[src/rtl/systolic_row_skew_if.sv]
// -----------------------------------------------------------------------------
// systolic_row_skew_if
// Bundle between the row feeder / PE array and the skew block.
//   in_valid  : row on in_data valid this cycle (feeder -> skew)
//   in_last   : qualifies in_valid, last row of the stream
//   in_data   : LANES*DW row, lane i at [i*DW +: DW]
//   in_ready  : skew block accepts a row this cycle
//   out_data  : skewed lanes towards the PE array rows
//   out_valid : per-lane valid
//   busy      : block is streaming or draining
//   done      : one-cycle pulse when the last element left the final lane
// Modports: master = row feeder side (drives in_*), slave = skew block.
// -----------------------------------------------------------------------------
interface systolic_row_skew_if #(
    parameter int LANES = 8,
    parameter int DW    = 16
);
    logic                  in_valid;
    logic                  in_last;
    logic [LANES*DW-1:0]   in_data;
    logic                  in_ready;
    logic [LANES*DW-1:0]   out_data;
    logic [LANES-1:0]      out_valid;
    logic                  busy;
    logic                  done;

    modport master (
        output in_valid, in_last, in_data,
        input  in_ready, out_data, out_valid, busy, done
    );

    modport slave (
        input  in_valid, in_last, in_data,
        output in_ready, out_data, out_valid, busy, done
    );
endinterface

[src/rtl/systolic_row_skew.sv]
// -----------------------------------------------------------------------------
// systolic_row_skew
// Turns one parallel LANES-wide matrix row per cycle into the diagonal
// wavefront a systolic PE array needs: lane i is delayed i cycles relative to
// lane 0 (lane 0 itself has one register of latency). After the last row of a
// stream is accepted the block refuses input for LANES-1 cycles while the skew
// chains drain, then pulses done in the cycle the last element is visible on
// the final lane.
// Ports:
//   clk      : rising-edge clock
//   reset_n  : asynchronous active-low reset
//   bus      : systolic_row_skew_if.slave (row in, skewed lanes out, status)
// -----------------------------------------------------------------------------
module systolic_row_skew #(
    parameter int LANES = 8,
    parameter int DW    = 16
) (
    input  logic                 clk,
    input  logic                 reset_n,
    systolic_row_skew_if.slave   bus
);
    localparam int CW = (LANES > 1) ? $clog2(LANES) : 1;
    // Counter value on which the drain finishes (unused when LANES == 1).
    localparam logic [CW-1:0] CNT_END = (LANES > 1) ? CW'(LANES - 2) : {CW{1'b0}};

    typedef enum logic [1:0] {
        ST_IDLE   = 2'd0,
        ST_STREAM = 2'd1,
        ST_DRAIN  = 2'd2
    } state_t;

    state_t             r_state;
    state_t             w_state_nxt;
    logic [CW-1:0]      r_cnt;
    logic [CW-1:0]      w_cnt_nxt;
    logic               r_done;
    logic               w_done_nxt;
    logic               w_ready;
    logic               w_accept;
    logic               w_busy;

    wire [LANES*DW-1:0] w_out_data;
    wire [LANES-1:0]    w_out_valid;

    // FSM state, drain counter and done pulse registers.
    always_ff @(posedge clk or negedge reset_n) begin
        if (!reset_n) begin
            r_state <= ST_IDLE;
            r_cnt   <= {CW{1'b0}};
            r_done  <= 1'b0;
        end else begin
            r_state <= w_state_nxt;
            r_cnt   <= w_cnt_nxt;
            r_done  <= w_done_nxt;
        end
    end

    // Next-state decode.
    always_comb begin
        w_state_nxt = r_state;
        case (r_state)
            ST_IDLE, ST_STREAM: begin
                if (w_accept && bus.in_last) begin
                    // A one-lane array has nothing to drain.
                    w_state_nxt = (LANES == 1) ? ST_IDLE : ST_DRAIN;
                end else if (w_accept) begin
                    w_state_nxt = ST_STREAM;
                end else begin
                    w_state_nxt = r_state;
                end
            end
            ST_DRAIN: begin
                if (r_cnt == CNT_END) begin
                    w_state_nxt = ST_IDLE;
                end else begin
                    w_state_nxt = ST_DRAIN;
                end
            end
            default: begin
                w_state_nxt = ST_IDLE;
            end
        endcase
    end

    // Handshake, status, drain counter and done decode.
    always_comb begin
        w_ready    = (r_state != ST_DRAIN);
        w_accept   = bus.in_valid && w_ready;
        w_busy     = (r_state != ST_IDLE);
        w_cnt_nxt  = {CW{1'b0}};
        w_done_nxt = 1'b0;
        if (r_state == ST_DRAIN) begin
            if (r_cnt == CNT_END) begin
                w_cnt_nxt  = {CW{1'b0}};
                w_done_nxt = 1'b1;
            end else begin
                w_cnt_nxt  = r_cnt + CW'(1);
                w_done_nxt = 1'b0;
            end
        end else begin
            w_cnt_nxt  = {CW{1'b0}};
            w_done_nxt = (LANES == 1) && w_accept && bus.in_last;
        end
    end

    // Lane i is a chain of i+1 {valid, data} stages; the last stage drives the
    // lane output. Every edge shifts, so input gaps travel down as bubbles.
    for (genvar gi = 0; gi < LANES; gi++) begin : g_lane
        logic [gi:0]   r_vld;
        logic [DW-1:0] r_dat [0:gi];

        // Shift chain for this lane; invalid slots always carry zero data.
        always_ff @(posedge clk or negedge reset_n) begin
            if (!reset_n) begin
                for (int s = 0; s <= gi; s++) begin
                    r_vld[s] <= 1'b0;
                    r_dat[s] <= {DW{1'b0}};
                end
            end else begin
                r_vld[0] <= w_accept;
                r_dat[0] <= w_accept ? bus.in_data[gi*DW +: DW] : {DW{1'b0}};
                for (int s = 1; s <= gi; s++) begin
                    r_vld[s] <= r_vld[s-1];
                    r_dat[s] <= r_dat[s-1];
                end
            end
        end

        assign w_out_valid[gi]          = r_vld[gi];
        assign w_out_data[gi*DW +: DW]  = r_dat[gi];
    end

    assign bus.in_ready  = w_ready;
    assign bus.busy      = w_busy;
    assign bus.done      = r_done;
    assign bus.out_data  = w_out_data;
    assign bus.out_valid = w_out_valid;

endmodule

[src/flat_wrapper.sv]
// flat-port wrapper written by rule: the top's interface ports become plain ports
module systolic_row_skew_flat 
#(
    parameter int LANES = 8,
    parameter int DW    = 16
)
  (clk, reset_n, bus_in_valid, bus_in_last, bus_in_data, bus_in_ready, bus_out_data, bus_out_valid, bus_busy, bus_done);
  systolic_row_skew_if #(.LANES(LANES), .DW(DW)) bus_i ();
  input  logic clk;
  input  logic reset_n;
  input wire logic [$bits(bus_i.in_valid)-1:0] bus_in_valid;
  input wire logic [$bits(bus_i.in_last)-1:0] bus_in_last;
  input wire logic [$bits(bus_i.in_data)-1:0] bus_in_data;
  output wire logic [$bits(bus_i.in_ready)-1:0] bus_in_ready;
  output wire logic [$bits(bus_i.out_data)-1:0] bus_out_data;
  output wire logic [$bits(bus_i.out_valid)-1:0] bus_out_valid;
  output wire logic [$bits(bus_i.busy)-1:0] bus_busy;
  output wire logic [$bits(bus_i.done)-1:0] bus_done;
  assign bus_i.in_valid = bus_in_valid;
  assign bus_i.in_last = bus_in_last;
  assign bus_i.in_data = bus_in_data;
  assign bus_in_ready = bus_i.in_ready;
  assign bus_out_data = bus_i.out_data;
  assign bus_out_valid = bus_i.out_valid;
  assign bus_busy = bus_i.busy;
  assign bus_done = bus_i.done;
  systolic_row_skew #(.LANES(LANES), .DW(DW)) u_core (.clk(clk), .reset_n(reset_n), .bus(bus_i));
endmodule
[config.mk]
export PLATFORM = sky130hd
export DESIGN_NAME = systolic_row_skew_flat
export DESIGN_NICKNAME = d
export VERILOG_FILES = /design/src/rtl/systolic_row_skew_if.sv /design/src/rtl/systolic_row_skew.sv /design/src/flat_wrapper.sv
export SDC_FILE = /design/constraint.sdc
export NUM_CORES = 1
export LEC_CHECK = 0
export CAP_MARGIN = 5
export CORE_MARGIN = 3
export CORE_UTILIZATION = 45
export DETAILED_ROUTE_END_ITERATION = 8
export PLACE_DENSITY = 0.72
export SLEW_MARGIN = 10
export SYNTH_ARGS = -nofsm -noshare
export SYNTH_HDL_FRONTEND = slang
export SYNTH_SLANG_ARGS = --single-unit
[constraint.sdc]
create_clock -name clk -period 1.2 [get_ports clk]
set_input_delay 0.24 -clock clk [delete_from_list [all_inputs] [get_ports clk]]
set_output_delay 0.24 -clock clk [all_outputs]
set_load 0.02 [all_outputs]
==> results of run 1 <==
-- worst min-delay path by stage --
stage | from | endpoint | slack (ns) | cells past startpoint
floorplan | reset_n | u_core.bus.done$_DFF_PN0_ | -0.06 | 0
global placement | reset_n | u_core.g_lane[7].r_dat[103]$_DFF_PN0_ | 0.1 | 1
detailed placement | reset_n | u_core.g_lane[7].r_dat[103]$_DFF_PN0_ | 0.1 | 1
CTS | reset_n | u_core.g_lane[7].r_dat[103]$_DFF_PN0_ | 0.05 | 2
global route | bus_in_valid | u_core.g_lane[1].r_vld[0]$_DFF_PN0_ | 0.10 | 2
finish | reset_n | u_core.g_lane[7].r_dat[103]$_DFF_PN0_ | 0.11 | 2
-- timing repair --
item | CTS | global route
endpoints found under the hold margin | 590 | 0
gates resized for setup | 780 | 0
endpoints found under the setup margin | 273 | 273
hold buffers | 1 | 0
cloned | 3 | 1
pin swaps | 0 | 1
setup buffers | 3 | 1
-- registers in the layout, indices dropped and copies added (netlist names) --
name	count
u_core.g_lane.r_vld	8
u_core.bus.out_data	112
u_core.r_state	2
u_core.g_lane.r_dat	464
u_core.bus.done	1
u_core.r_cnt	3
-- metrics by stage --
| step | total power (W) | setup slack [ns] |
|---|---|---|
| after CTS | 0.0484 | -0.449 |
| after global placement | 0.0293 | -0.228 |
| after floorplan | 0.0271 | 0.0164 |
| after detailed placement | 0.0296 | -0.228 |
| final | 0.0479 | -0.405 |
| after global routing | 0.0499 | -0.451 |
-- cell usage in the layout, fill, tap and decap left out, types with 3 or more instances in the layout --
| cell type | netlist | routed |
|---|---|---|
| buf_12 | 0 | 14 |
| bufinv_16 | 0 | 5 |
| clkinvlp_4 | 0 | 3 |
| clkinv_8 | 0 | 3 |
| diode_2 | 0 | 7 |
| buf_6 | 5 | 140 |
| clkinv_2 | 0 | 10 |
| clkbuf_1 | 21 | 9 |
| clkbuf_8 | 0 | 13 |
| dfrtp_1 | 590 | 589 |
| buf_4 | 113 | 21 |
| clkdlybuf4s50_1 | 0 | 129 |
| clkbuf_16 | 0 | 57 |
| clkinv_4 | 0 | 4 |
| and3_1 | 128 | 128 |
-- cells by family after synthesis --
| logic type | synth area share |
|---|---|
| flip-flops | 0.884 |
| AO/OA/AOI/OAI | 0.00217 |
| buffers and inverters | 0.0610 |
| AND/OR/NAND/NOR | 0.0526 |
-- layout make-up --
| type | count | area, um^2 |
|---|---|---|
| antenna | 7 | 17.5 |
| timing repair buffer | 311 | 3480 |
| clock inverter | 25 | 307 |
| clock buffer | 78 | 1610 |
| multi-input combinational | 144 | 925 |
| tap | 461 | 577 |
| fill | 2557 | 14400 |
| sequential | 590 | 14800 |
-- critical path, delay by kind of cell, from the launching register on --
kind / cells / cell delay [ns]
buf+inv: 2 / 0.25
flops: 1 / 0.39
simple gates: 1 / 0.14
-- per-layer routing --
metal,global-route usage,share of wire,vias to the layer above
li1,-,-,3149
met1,0.173,0.37,3650
met2,0.258,0.53,193
met3,0.0432,0.058,72
met4,0.0804,0.043,4
met5,0,0.00092,-
-- power by group --
| part | switching, W | internal (W) | leakage [nW] |
|---|---|---|---|
| Clock | 0.00715 | 0.0105 | 0.942 |
| Sequential | 0.00112 | 0.0230 | 7.78 |
| Combinational | 0.00302 | 0.00306 | 2.41 |
| Total | 0.0113 | 0.0366 | 11.1 |
==> flow_summary_export.csv, run 1 <==
group,metric,value,unit
setup_path,crit_start,"u_core.r_state[0]$_DFFE_PN0P_",
synthesis,ys_ff_latch,590,
synthesis,synth_flop_cell,"dfrtp_1",
sta,fmax,0.623,GHz
setup_path,r2r_setup_slack,-0.30,ns
floorplan,rows,69,
synthesis,ys_types,20,
pwr,powerDensity,2210,nW/um^2
pwr,p_leak,11.1,nW
routing,ant_nets,0,
setup_path,endpoint,"bus_in_ready",
min_path,hold_class,"in2async",
clock_tree,clk_pin_slew_worst_paths,0.06,ns
placed_design,dp_hpwl,17.5,mm
clock_tree,htreeDepth,2,
routing,post-route-drc-count,0,
clock_tree,clock-sinks,590,
sta,hold_viol_final,0,
synthesis,syn-num-nets,1008,
sta,post-route-min-period,1.61,ns
layout,drive_above_1_share,0.243,
layout,design_area,21700,um^2
setup_path,endpoint_kind,"primary output",
synthesis,synth_top_cell_area_share,0.884,
setup_path,cp-start-kind,"flip-flop",
sta,period_share,1.34,
placed_design,io_buffers,270,
sta,skew,0.0133,ns
synthesis,ys_async_sr_fraction,1.00,
sta,worst_pin_slew,0.426,ns
setup_path,cp_cell_sequence,"buf_6, nand2b_4, buf_6",
synthesis,synth_cells,876,
synthesis,synth_area_leaders,"dfrtp_1 (88%), buf_4 (5.1%), and3_1 (4.8%)",
floorplan,start_util,0.463,
routing,firstDrtPassIters,4,
clock_tree,cts_tree,"built",
grt,grt-ovfl-total,0,
sta,setup_tns,-44.82,ns
placed_design,place_area,19400,um^2
routing,drt_iter0_drc,216,
setup_path,arrival,1.37,ns
layout,area_delta_synth_final,29.8,%
setup_path,reg2reg_from,"u_core.r_state[0]$_DFFE_PN0P_",
clock_tree,root_buffer,"clkbuf_16",
layout,layout.nets,1235,
routing,wirelength,29.2,mm
setup_path,path_common_cell,"buf_6",
setup_path,critical_path_class,"reg2out",
sta,slew_headroom,0.716,
setup_path,critPathSlowestCell,"dfrtp_1",
placed_design,placedCellCount,1497,
layout,instances_no_fill,1616,
status,status,"finished, violations left",
synthesis,synth_area_leader_cell,"dfrtp_1",
clock_tree,clockBufferDepth,3,
clock_tree,numCtsBuffers,56,
synthesis,yosysSeqAreaShare,0.884,
synthesis,synth_most_common_cell,"dfrtp_1",
placed_design,finalWeightedCongestion,0.741,
setup_path,critPathMaxFanout,2,
pwr,ir_drop,0.00165,V
synthesis,synth_edf_count,0,
status,violations,"negative setup slack",
setup_path,rr_worst_depth,5,
sta,setup_slack,-0.405,ns
synthesis,avgSynthCellArea,19.1,um^2
sta,whs,0.108,ns
setup_path,r2r_end,"u_core.g_lane[1].r_dat[25]$_DFF_PN0_",
synthesis,synthTopCellsByCount,"dfrtp_1 (590), and3_1 (128), buf_4 (113)",
setup_path,crit_required,0.96,ns
floorplan,io_pins,271,
routing,wire_per_inst,18.1,um
floorplan,core_area,36100,um^2
sta,slew_violations,0,
grt,antenna_found_initial,6,
grt,grtUsageTotal,0.151,
clock_tree,clock_latency,0.58,ns
grt,grt_pass1_wl,44.9,mm
setup_path,cpPeakStageDelay,0.39,ns
layout,utilization,0.601,
flow_run,cap_violations,0,
routing,num_vias,7068,
grt,grt_max_degree,87,
sta,setup_violations,273,
grt,grt_pass1_vias,8078,
sta,rsz0062_at_grt,"true",
routing,via_per_inst,4.37,
floorplan,die_height,199,um
synthesis,ys_warn_count,0,
synthesis,syn_area,16700,um^2
floorplan,dieArea,39500,um^2
floorplan,die_width,199,um
No activity file was read; power rests on OpenSTA's default activity.
==> inputs of run 2 (changes only) <==
- CTS_CLUSTER_SIZE: unset -> 12
- GPL_TIMING_DRIVEN: unset -> 0
==> run 2 against run 1 <==
Net effect: the flow finishes with violations (negative hold slack, negative setup slack); clock skew is 0.0011 ns lower; sequential cell count stayed put; global-route usage is 0.22 points higher; total power is 2.1% lower; final cell count is 0.99% lower.
==> flow_summary_export.csv, run 2 (synthesis results as in run 1) <==
group,metric,value,unit
sta,setup_slack,-0.514,ns
layout,fillers,2566,
grt,grt_pass1_wl,45.8,mm
floorplan,core_area,36100,um^2
clock_tree,htreeDepth,2,
floorplan,rows,69,
floorplan,die_height,199,um
floorplan,start_util,0.463,
setup_path,rr_worst_depth,7,
grt,grt-ovfl-total,0,
sta,period_share,1.43,
layout,area_delta_synth_final,29.5,%
clock_tree,cts_tree,"built",
placed_design,dp_hpwl,18.3,mm
setup_path,r2r_setup_slack,-0.23,ns
sta,fmax,0.583,GHz
setup_path,endpoint_kind,"primary output",
setup_path,reg2reg_from,"u_core.r_state[0]$_DFFE_PN0P_",
floorplan,die_width,199,um
floorplan,io_pins,271,
setup_path,crit_required,0.96,ns
routing,drt_iter0_drc,231,
setup_path,critical_path_class,"reg2out",
layout,mostFrequentLayoutCells,"dfrtp_1 (589), buf_6 (144), clkdlybuf4s50_1 (129)",
setup_path,r2r_end,"u_core.g_lane[1].r_dat[30]$_DFF_PN0_",
sta,rsz0062_at_grt,"true",
sta,post-route-min-period,1.71,ns
pwr,powerDensity,2170,nW/um^2
layout,drive_above_1_share,0.252,
status,violations,"negative hold slack, negative setup slack",
sta,slew_violations,0,
placed_design,io_buffers,269,
grt,antenna_found_initial,3,
status,status,"finished, violations left",
sta,setup_violations,272,
grt,grtUsageTotal,0.153,
routing,via_per_inst,4.47,
placed_design,pre_cts_slack,-0.653,ns
sta,whs,-0.419,ns
clock_tree,clock_latency,0.57,ns
setup_path,critPathMaxFanout,2,
layout,layout_commonest_cell,"dfrtp_1",
sta,slew_headroom,0.639,
routing,ant_nets,0,
grt,grt_max_degree,116,
pwr,ir_drop,0.00117,V
clock_tree,root_buffer,"clkbuf_16",
pwr,p_leak,11.0,nW
floorplan,dieArea,39500,um^2
clock_tree,clockBufferDepth,3,
layout,regMostFlops,"u_core.g_lane.r_dat",
clock_tree,numCtsBuffers,57,
routing,firstDrtPassIters,6,
clock_tree,clk_pin_slew_worst_paths,0.06,ns
routing,wirelength,29.7,mm
clock_tree,clock-sinks,590,
setup_path,arrival,1.47,ns
layout,largest_register_ffs,464,
layout,layout.nets,1249,
routing,wire_per_inst,18.6,um
placed_design,finalWeightedCongestion,0.780,
routing,post-route-drc-count,0,
min_path,hold_class,"in2async",
flow_run,cap_violations,0,
sta,skew,0.0123,ns
sta,hold_viol_final,123,
setup_path,cp-start-kind,"flip-flop",
grt,grt_pass1_vias,8145,
routing,num_vias,7146,
sta,worst_pin_slew,0.541,ns
## run 2: changes by cell type in the layout (fill, tap and decap cells not counted), sizes merged, moves of 2 or more
cell,delta
clkbuf,+19
clkinv,-13
buf,-9
bufinv,-4
diode,-4
clkinvlp,-3
bufbuf,-2
## run 2: report_power, final
part / leakage (nW) / internal, W / switching, W
sequential: 7.78 / 0.0230 / 0.00119
combinational: 2.42 / 0.00370 / 0.00318
clock: 0.797 / 0.00911 / 0.00668
total: 11.0 / 0.0359 / 0.0111
## run 2: final cells by class
cell class | instances | area (um^2) | area share
buffer | 29 | 275 | 0.0127
sequential | 590 | 14800 | 0.683
antenna | 3 | 7.51 | 0.000347
tap | 461 | 577 | 0.0267
clock inverter | 6 | 85.1 | 0.00393
timing repair buffer | 295 | 3300 | 0.153
multi-input combinational | 144 | 1080 | 0.0497
clock buffer | 72 | 1540 | 0.0713
## run 2: through the flow
step                setup TNS [ns]  std cells  total power [W]  utilization  instance area [um^2]
finish                      -30.65       1600           0.0469        0.599                 21600
global route                -44.24       1600           0.0489        0.599                 21600
floorplan                        0        876           0.0271            -                 16700
detailed placement         -169.59       1611           0.0306        0.557                 20100
global placement                 -       1606           0.0302        0.553                 20000
CTS                         -56.63       1593           0.0473        0.596                 21500
## run 2: how the worst max path moves through the flow
stage	endpoint	slack, ns	start	cells after the start
2_1_floorplan	u_core.g_lane[1].r_dat[27]$_DFF_PN0_	0.02	u_core.r_state[0]$_DFFE_PN0P_	5
5_1_grt	bus_in_ready	-0.57	u_core.r_state[0]$_DFFE_PN0P_	4
4_1_cts	bus_in_ready	-0.63	u_core.r_state[0]$_DFFE_PN0P_	5
6_report	bus_in_ready	-0.51	u_core.r_state[0]$_DFFE_PN0P_	4
3_3_place_gp	u_core.bus.out_data[67]$_DFF_PN0_	-23.87	reset_n	1
3_5_place_dp	bus_in_ready	-0.65	u_core.r_state[1]$_DFFE_PN0P_	5
## run 2: timing repair
item / CTS / global route
gates cloned: 3 / 4
buffers inserted: 13 / 6
hold endpoints to repair: 77 / 77
pin swaps: 12 / 1
gates resized for setup: 911 / 17
setup endpoints to repair: 268 / 527
## run 2: metal layers
layer / global-route usage / up-vias / wire (um)
met2: 0.278 / 208 / 16600
met5: 0 / - / 0
met4: 0.0567 / 0 / 804
li1: - / 3155 / -
met3: 0.0346 / 55 / 1440
met1: 0.177 / 3728 / 10900
## run 2: worst max-delay path, stage by stage (launching register included)
cell      delay, ns
dfrtp_1        0.37
nand2b_4       0.17
buf_12         0.13
buf_8          0.11
buf_6          0.12
==> inputs of run 3 (changes only) <==
- CORE_UTILIZATION: 45 -> 47
- PLACE_DENSITY: 0.72 -> 0.74
- SLEW_MARGIN: 10 -> unset
==> run 3 against run 2 <==
Net effect: the run still ends with negative hold slack, negative setup slack left; via count grew 1.2%; global-route usage is 1.3 points higher; die area decreased by 4.1%; hold slack worse by 0.0051 ns; non-clock buffer count did not move; register-to-register slack lost 0.08 ns; critical path type unchanged; largest power group unchanged.
==> flow_summary_export.csv, run 3 (synthesis results as in run 1) <==
group,metric,value,unit
status,status,"finished, violations left",
status,violations,"negative hold slack, negative setup slack",
clock_tree,root_buffer,"clkbuf_16",
layout,area_delta_synth_final,31.7,%
floorplan,die_width,194,um
clock_tree,clock_latency,0.58,ns
sta,hold_viol_final,97,
floorplan,die_height,194,um
pwr,p_seq_frac,0.499,
flow_run,cap_violations,0,
setup_path,endpoint_kind,"primary output",
setup_path,cp-start-kind,"flip-flop",
layout,regMostFlops,"u_core.g_lane.r_dat",
sta,whs,-0.424,ns
placed_design,dp_hpwl,18.6,mm
sta,setup_tns,-39.65,ns
grt,antenna_found_initial,3,
pwr,switchingPower,0.0114,W
layout,drive_above_1_share,0.277,
clock_tree,clock-sinks,590,
setup_path,critPathMaxFanout,3,
placed_design,finalWeightedCongestion,0.827,
sta,fmax,0.573,GHz
min_path,hold_class,"in2async",
sta,rsz0062_at_grt,"true",
clock_tree,htreeDepth,2,
sta,post-route-min-period,1.75,ns
sta,skew,0.0130,ns
clock_tree,numCtsBuffers,58,
layout,layout.nets,1250,
floorplan,rows,68,
layout,seq_area,14800,um^2
pwr,powerDensity,2210,nW/um^2
setup_path,critical_path_class,"reg2out",
layout,utilization,0.632,
setup_path,crit_required,0.96,ns
setup_path,cp_top_family,"flip-flops",
clock_tree,clk_pin_slew_worst_paths,0.06,ns
sta,period_share,1.46,
sta,setup_violations,273,
pwr,pwr-share-comb,0.152,
layout,mostFrequentLayoutCells,"dfrtp_1 (590), buf_6 (141), clkdlybuf4s50_1 (129)",
routing,wire_per_inst,19.2,um
layout,multiInputGateArea,1210,um^2
routing,wirelength,30.8,mm
floorplan,dieArea,37800,um^2
grt,grt-ovfl-total,0,
layout,fillers,2239,
routing,drt_iter0_drc,233,
setup_path,cp_cell_sequence,"nand2b_4, buf_12, buf_8, buf_6",
grt,grt_max_degree,121,
setup_path,cpPeakStageDelay,0.39,ns
floorplan,core_area,34800,um^2
grt,grt_pass1_wl,48.0,mm
sta,slew_violations,0,
routing,firstDrtPassIters,4,
setup_path,cp_num_buf_inv,3,
grt,grtUsageTotal,0.166,
setup_path,critPathSlowestCell,"dfrtp_1",
clock_tree,clockBufferDepth,3,
grt,grt_pass1_vias,8344,
setup_path,arrival,1.51,ns
clock_tree,cts_tree,"built",
pwr,power.switching_fraction,0.234,
routing,via_per_inst,4.52,
pwr,power.share.clock,0.349,
floorplan,io_pins,271,
sta,setup_slack,-0.546,ns
floorplan,start_util,0.480,
layout,largest_register_ffs,464,
routing,num_vias,7231,
layout,layout_commonest_cell,"dfrtp_1",
placed_design,io_buffers,269,
routing,post-route-drc-count,0,
sta,worst_pin_slew,0.574,ns
pwr,p_leak,11.1,nW
pwr,ir_drop,0.00150,V
pwr,p_int,0.0372,W
routing,ant_nets,0,
sta,slew_headroom,0.617,
## run 3: final cells by class
cell class,instances,area share
antenna,4,0.000455
buffer,29,0.0127
clock buffer,76,0.0732
clock inverter,8,0.00739
multi-input combinational,144,0.0551
sequential,590,0.671
tap,455,0.0259
timing repair buffer,295,0.154
## run 3: what timing repair did
action,in CTS,in global routing
setup buffers,11,4
resized for setup,931,41
pin swaps,7,17
gates cloned,8,2
setup endpoints to repair,646,334
hold endpoints to repair,97,97
## run 3: final timing paths
path	startpoint	to	slack [ns]	cells after the start
max reg2reg	u_core.r_state[0]$_DFFE_PN0P_	u_core.g_lane[0].r_dat[6]$_DFF_PN0_	-0.31	7
max	u_core.r_state[0]$_DFFE_PN0P_	bus_in_ready	-0.55	4
max in group asynchronous	reset_n	u_core.bus.out_data[96]$_DFF_PN0_	0.10	4
min reg2reg	u_core.g_lane[2].r_dat[24]$_DFF_PN0_	u_core.bus.out_data[40]$_DFF_PN0_	0.34	0
min in group clk	bus_in_valid	u_core.g_lane[0].r_dat[8]$_DFF_PN0_	0.04	2
min	reset_n	u_core.g_lane[4].r_dat[20]$_DFF_PN0_	-0.42	1
## run 3: worst register-to-register path: stages (launching register included)
cell	delay, ns
dfrtp_1	0.39
nand2b_4	0.17
buf_12	0.13
buf_4	0.13
buf_6	0.12
buf_12	0.15
buf_8	0.14
and3_4	0.18
## run 3: metal layers
layer | routed length, um | track usage | vias up
li1 | - | - | 3169
met5 | 0 | 0 | -
met3 | 1610 | 0.0397 | 69
met4 | 1080 | 0.0697 | 0
met1 | 11100 | 0.188 | 3781
met2 | 17000 | 0.301 | 212
## run 3: metrics by stage
stage          setup WS (ns)  power, W  std cells  hold WS (ns)  cell area (um^2)
2_1_floorplan         0.0164    0.0271        876       -0.0556             16700
3_3_place_gp          -23.68    0.0302       1600         0.331             20000
3_5_place_dp           -1.31    0.0306       1604         0.303             20100
4_1_cts               -0.674    0.0489       1595        -0.404             21800
5_1_grt               -0.610    0.0507       1601        -0.417             22000
6_report              -0.546    0.0486       1601        -0.424             22000
## run 3: power by group through the flow
stage	Clock [W]	Combinational (W)	Sequential [W]
detailed placement	0	0.00619	0.0244
floorplan	0	0.00297	0.0242
CTS	0.0175	0.00712	0.0243
finish	0.0170	0.00738	0.0243
global route	0.0184	0.00778	0.0246
global placement	0	0.00588	0.0243
==> patch 1 (flow settings as in run 2) <==
`DW` is set to 16 in 3 places; all go to 32.
--- a/src/rtl/systolic_row_skew_if.sv
+++ b/src/rtl/systolic_row_skew_if.sv
@@ -13,7 +13,7 @@
 // -----------------------------------------------------------------------------
 interface systolic_row_skew_if #(
     parameter int LANES = 8,
-    parameter int DW    = 16
+    parameter int DW    = 32
 );
     logic                  in_valid;
     logic                  in_last;
--- a/src/rtl/systolic_row_skew.sv
+++ b/src/rtl/systolic_row_skew.sv
@@ -13,7 +13,7 @@
 // -----------------------------------------------------------------------------
 module systolic_row_skew #(
     parameter int LANES = 8,
-    parameter int DW    = 16
+    parameter int DW    = 32
 ) (
     input  logic                 clk,
     input  logic                 reset_n,
--- a/src/flat_wrapper.sv
+++ b/src/flat_wrapper.sv
@@ -2,7 +2,7 @@
 module systolic_row_skew_flat 
 #(
     parameter int LANES = 8,
-    parameter int DW    = 16
+    parameter int DW    = 32
 )
   (clk, reset_n, bus_in_valid, bus_in_last, bus_in_data, bus_in_ready, bus_out_data, bus_out_valid, bus_busy, bus_done);
   systolic_row_skew_if #(.LANES(LANES), .DW(DW)) bus_i ();
Ports: changed (resized bus_in_data and bus_out_data); port bits go from 271 to 527. No check against the original RTL was run, so the function may have changed too.
==> patch 1 against run 2 <==
The flow still finishes with violations (hold timing, setup timing). Worst setup slack lost 77 ps. Non-clock buffer count grew 293. Sequential cell count grew 576. Final area grew 97%. Routed wire length grew 130%. Clock skew grew 34 ps. Critical path depth is the same. Register-to-register slack lost 90 ps. Synthesized area grew 97%. Clock power grew 100%. Synthesized cell count grew 96%. First-iteration DRC count grew to 3.6 times the old value. Total power grew 97%. Critical path type unchanged. Critical endpoint unchanged. Highest routed layer is now met5.
==> patch 1: results (changes against run 2) <==
stage,metric,value,unit,change
run_status,outcome,finished with violations,,
run_status,failing checks,"hold timing, setup timing",,
cells_and_area,post-route core utilization,59.1,%,-0.85 points
global_route,GRT met3 Usage,5.64,%,+2.2 points
sta,Hold Fails Final Rpt,101,,-18%
drt,routed length on met2,34900,um,+110%
power_and_ir_drop,Final Total Pwr,0.0925,W,+97%
yosys,synthesized cell area,32900,um2,+97%
placement,DP Wirelength,41800,um,+130%
setup_path,crit path max fanout,3,,+1
power_and_ir_drop,Sw Pwr,0.0225,W,+100%
cells_and_area,Filler cells,4962,,+93%
sta,worst hold-check slack,-503,ps,-84.3 ps
sta,Setup Viol. Count Final,545,,+100%
yosys,complex-gate fraction of the synthesized area,0.0723,%,-0.15 points
sta,Setup WS post-layout,-592,ps,-77.4 ps
cells_and_area,layout cells sized above 1,23.7,%,-1.5 points
global_route,largest net degree at the start of global routing,184,,+59%
clock_network,number of setup buffers added after CTS,10,,-3
yosys,Synth area leaders,"dfrtp_1 89%, buf_4 5.2%, and3_1 4.9%",,
setup_path,Worst EP arrival,1550,ps,+80 ps
drt,drt pass-1 iters,4,,-2
clock_network,post_cts resized,1741,,+91%
placement,GP Congestion,0.859,,+10%
clock_network,# H-tree levels,3,,+1
## patch 1: layout make-up
cell class	instances	area share (%)
Sequential cell	1166	68.6
Multi-Input combinational cell	272	4.64
Antenna cell	6	0.0353
Tap cell	950	2.79
Clock buffer	146	7.20
Buffer	58	1.12
Clock inverter	17	0.724
Timing Repair Buffer	559	14.9
## patch 1: how the worst min path moves through the flow
stage / from / cells after the start / slack, ps / to
final: reset_n / 1 / -500 / u_core.g_lane[1].r_dat[57]$_DFF_PN0_
after CTS: reset_n / 1 / -530 / u_core.bus.out_data[38]$_DFF_PN0_
after global placement: u_core.g_lane[5].r_dat[105]$_DFF_PN0_ / 0 / 330 / u_core.g_lane[5].r_dat[73]$_DFF_PN0_
after detailed placement: reset_n / 1 / 160 / u_core.g_lane[1].r_dat[59]$_DFF_PN0_
after global routing: reset_n / 1 / -520 / u_core.bus.out_data[48]$_DFF_PN0_
after floorplan: reset_n / 0 / -60 / u_core.bus.done$_DFF_PN0_
==> patch 2 (settings of run 2) <==
Made on the original files. Re-encode `state_t` (3 states) as one-hot, 3 bits wide.
--- a/src/rtl/systolic_row_skew.sv
+++ b/src/rtl/systolic_row_skew.sv
@@ -23,10 +23,10 @@
     // Counter value on which the drain finishes (unused when LANES == 1).
     localparam logic [CW-1:0] CNT_END = (LANES > 1) ? CW'(LANES - 2) : {CW{1'b0}};
 
-    typedef enum logic [1:0] {
-        ST_IDLE   = 2'd0,
-        ST_STREAM = 2'd1,
-        ST_DRAIN  = 2'd2
+    typedef enum logic [2:0] {
+        ST_IDLE   = 3'b001,
+        ST_STREAM = 3'b010,
+        ST_DRAIN  = 3'b100
     } state_t;
 
     state_t             r_state;
Behaviour: no difference found for any inputs over 10 cycles, from zero or initial values and one cycle with reset_n low; not proved beyond that.
==> patch 2 against run 2 <==
The flow still finishes with violations (hold timing, setup timing). Worst setup slack got worse by 210 ps. Routed wire length fell by 2.2%. Critical path type unchanged. Count of clock-buffer cells in the layout rose by 6. Total power fell by 9.5%. Final area fell by 0.66%. Highest routed layer is now met5. Sequential power fell by 7%. Sequential cell count rose by 1. Synthesized area rose by 0.35%.
==> patch 2: results (changes against run 2) <==
stage,metric,value,unit,change
run_status,outcome,finished with violations,,
run_status,failing checks,"hold timing, setup timing",,
cells_and_area,sequential cell area,14800,um2,+0.18%
sta,Worst Tran Pin Value,523,ps,-17.7 ps
placement,PortBufs,270,,+0.37%
power_and_ir_drop,Sw Pwr,0.00917,W,-17%
drt,DR vias,7155,,+0.13%
global_route,number of global-route vias before repair,7913,,-2.8%
drt,WL final,29100,um,-2.2%
setup_path,Reg-to-Reg Start,u_core.r_state[0]$_DFFE_PN1P_,,
sta,Hold Fails Final Rpt,274,,+120%
power_and_ir_drop,Flop pwr share,53.0,%,+1.3 points
placement,GP Congestion,0.758,,-2.8%
setup_path,crit path max fanout,5,,+3
global_route,antenna violations before repair,2,,-1
global_route,total track usage,14.7,%,-0.61 points
sta,Setup WS post-layout,-720,ps,-206 ps
global_route,largest net degree at the start of global routing,120,,+3.4%
yosys,Post-Synth XOR/XNOR Area,0.0523,%,+0.052 points
placement,Placed Area,20200,um2,+0.43%
yosys,Synth area leaders,"dfrtp_1 88%, buf_4 5.1%, and3_1 4.8%",,
setup_path,critical path endpoint,bus_busy,,
yosys,complex-gate fraction of the synthesized area,0.164,%,-0.053 points
clock_network,# H-tree levels,2,,unchanged
clock_network,number of setup buffers added after CTS,5,,-8
sta,worst hold-check slack,-475,ps,-55.4 ps
yosys,post-synthesis sequential area ratio,88.3,%,-0.15 points
placement,DP Wirelength,18200,um,-0.20%
cells_and_area,Filler cells,2624,,+2.3%
setup_path,Crit Reg-Reg Endpoint,u_core.g_lane[4].r_dat[66]$_DFF_PN0_,,
yosys,"top cells by count, synth","590 x dfrtp_1, 128 x and3_1, 113 x buf_4",,
power_and_ir_drop,power per cell area,1970,nW/um2,-8.9%
cells_and_area,layout cells sized above 1,22.6,%,-2.6 points
yosys,Mapped Nets,1018,,+0.99%
cells_and_area,Finished Layout Cells,1615,,+0.94%
yosys,unique cell type count in the Yosys netlist,25,,+25%
sta,Setup Viol. Count Final,270,,-0.74%
drt,drt pass-1 iters,4,,-2
global_route,first-pass GRT wire length,43700,um,-4.6%
yosys,syn avg cell area,18.9,um2,-0.78%
sta,setup_tns,-45360,ps,-14710 ps
setup_path,"setup slack, reg-to-reg",-280,ps,-50 ps
yosys,post-synthesis mux area share,0.127,%,+0.13 points
setup_path,cells on worst reg2reg path,6,,-1
drt,Initial DRC Count,232,,+0.43%
sta,clk_skew,10.8,ps,-1.48 ps
clock_network,post_cts resized,876,,-3.8%
power_and_ir_drop,Worst VDD drop,1.09,mV,-7.1%
power_and_ir_drop,Clk. pwr,0.0162,W,+3%
power_and_ir_drop,P_leak,10.8,nW,-1.4%
cells_and_area,Nets,1253,,+0.32%
[patch 2: layer usage]
layer  share of wire [%]  wire [um]  GRT usage, %  up-vias
li1                    -          -             -     3181
met1                  37      10900          17.5     3679
met2                  53      15300          25.2      212
met3                 5.6       1630          3.56       81
met4                 4.2       1230          7.13        2
met5               0.045         13             0        -
[patch 2: area by class of cell]
cell class              instances  share of cell area (%)
diodes                          1                  0.0116
flip-flops and latches        591                    68.8
repair buffers                288                    14.9
clock inverters                 6                   0.390
plain buffers                  29                    1.04
inverters                       1                  0.0175
well taps                     468                    2.73
multi-input cells             153                    4.61
clock buffers                  78                    7.44
[patch 2: critical path, stage by stage, from the launching register on]
cell and delay [ps]:
dfstp_2 580, inv_2 50, or3_4 330, buf_6 140
[patch 2: stage by stage]
| step | hold slack (ps) | setup WS, ps |
|---|---|---|
| CTS | -516 | -767 |
| global placement | 331 | -24130 |
| finish | -475 | -720 |
| global route | -496 | -777 |
| detailed placement | 165 | -912 |
| floorplan | -55.6 | -45.6 |
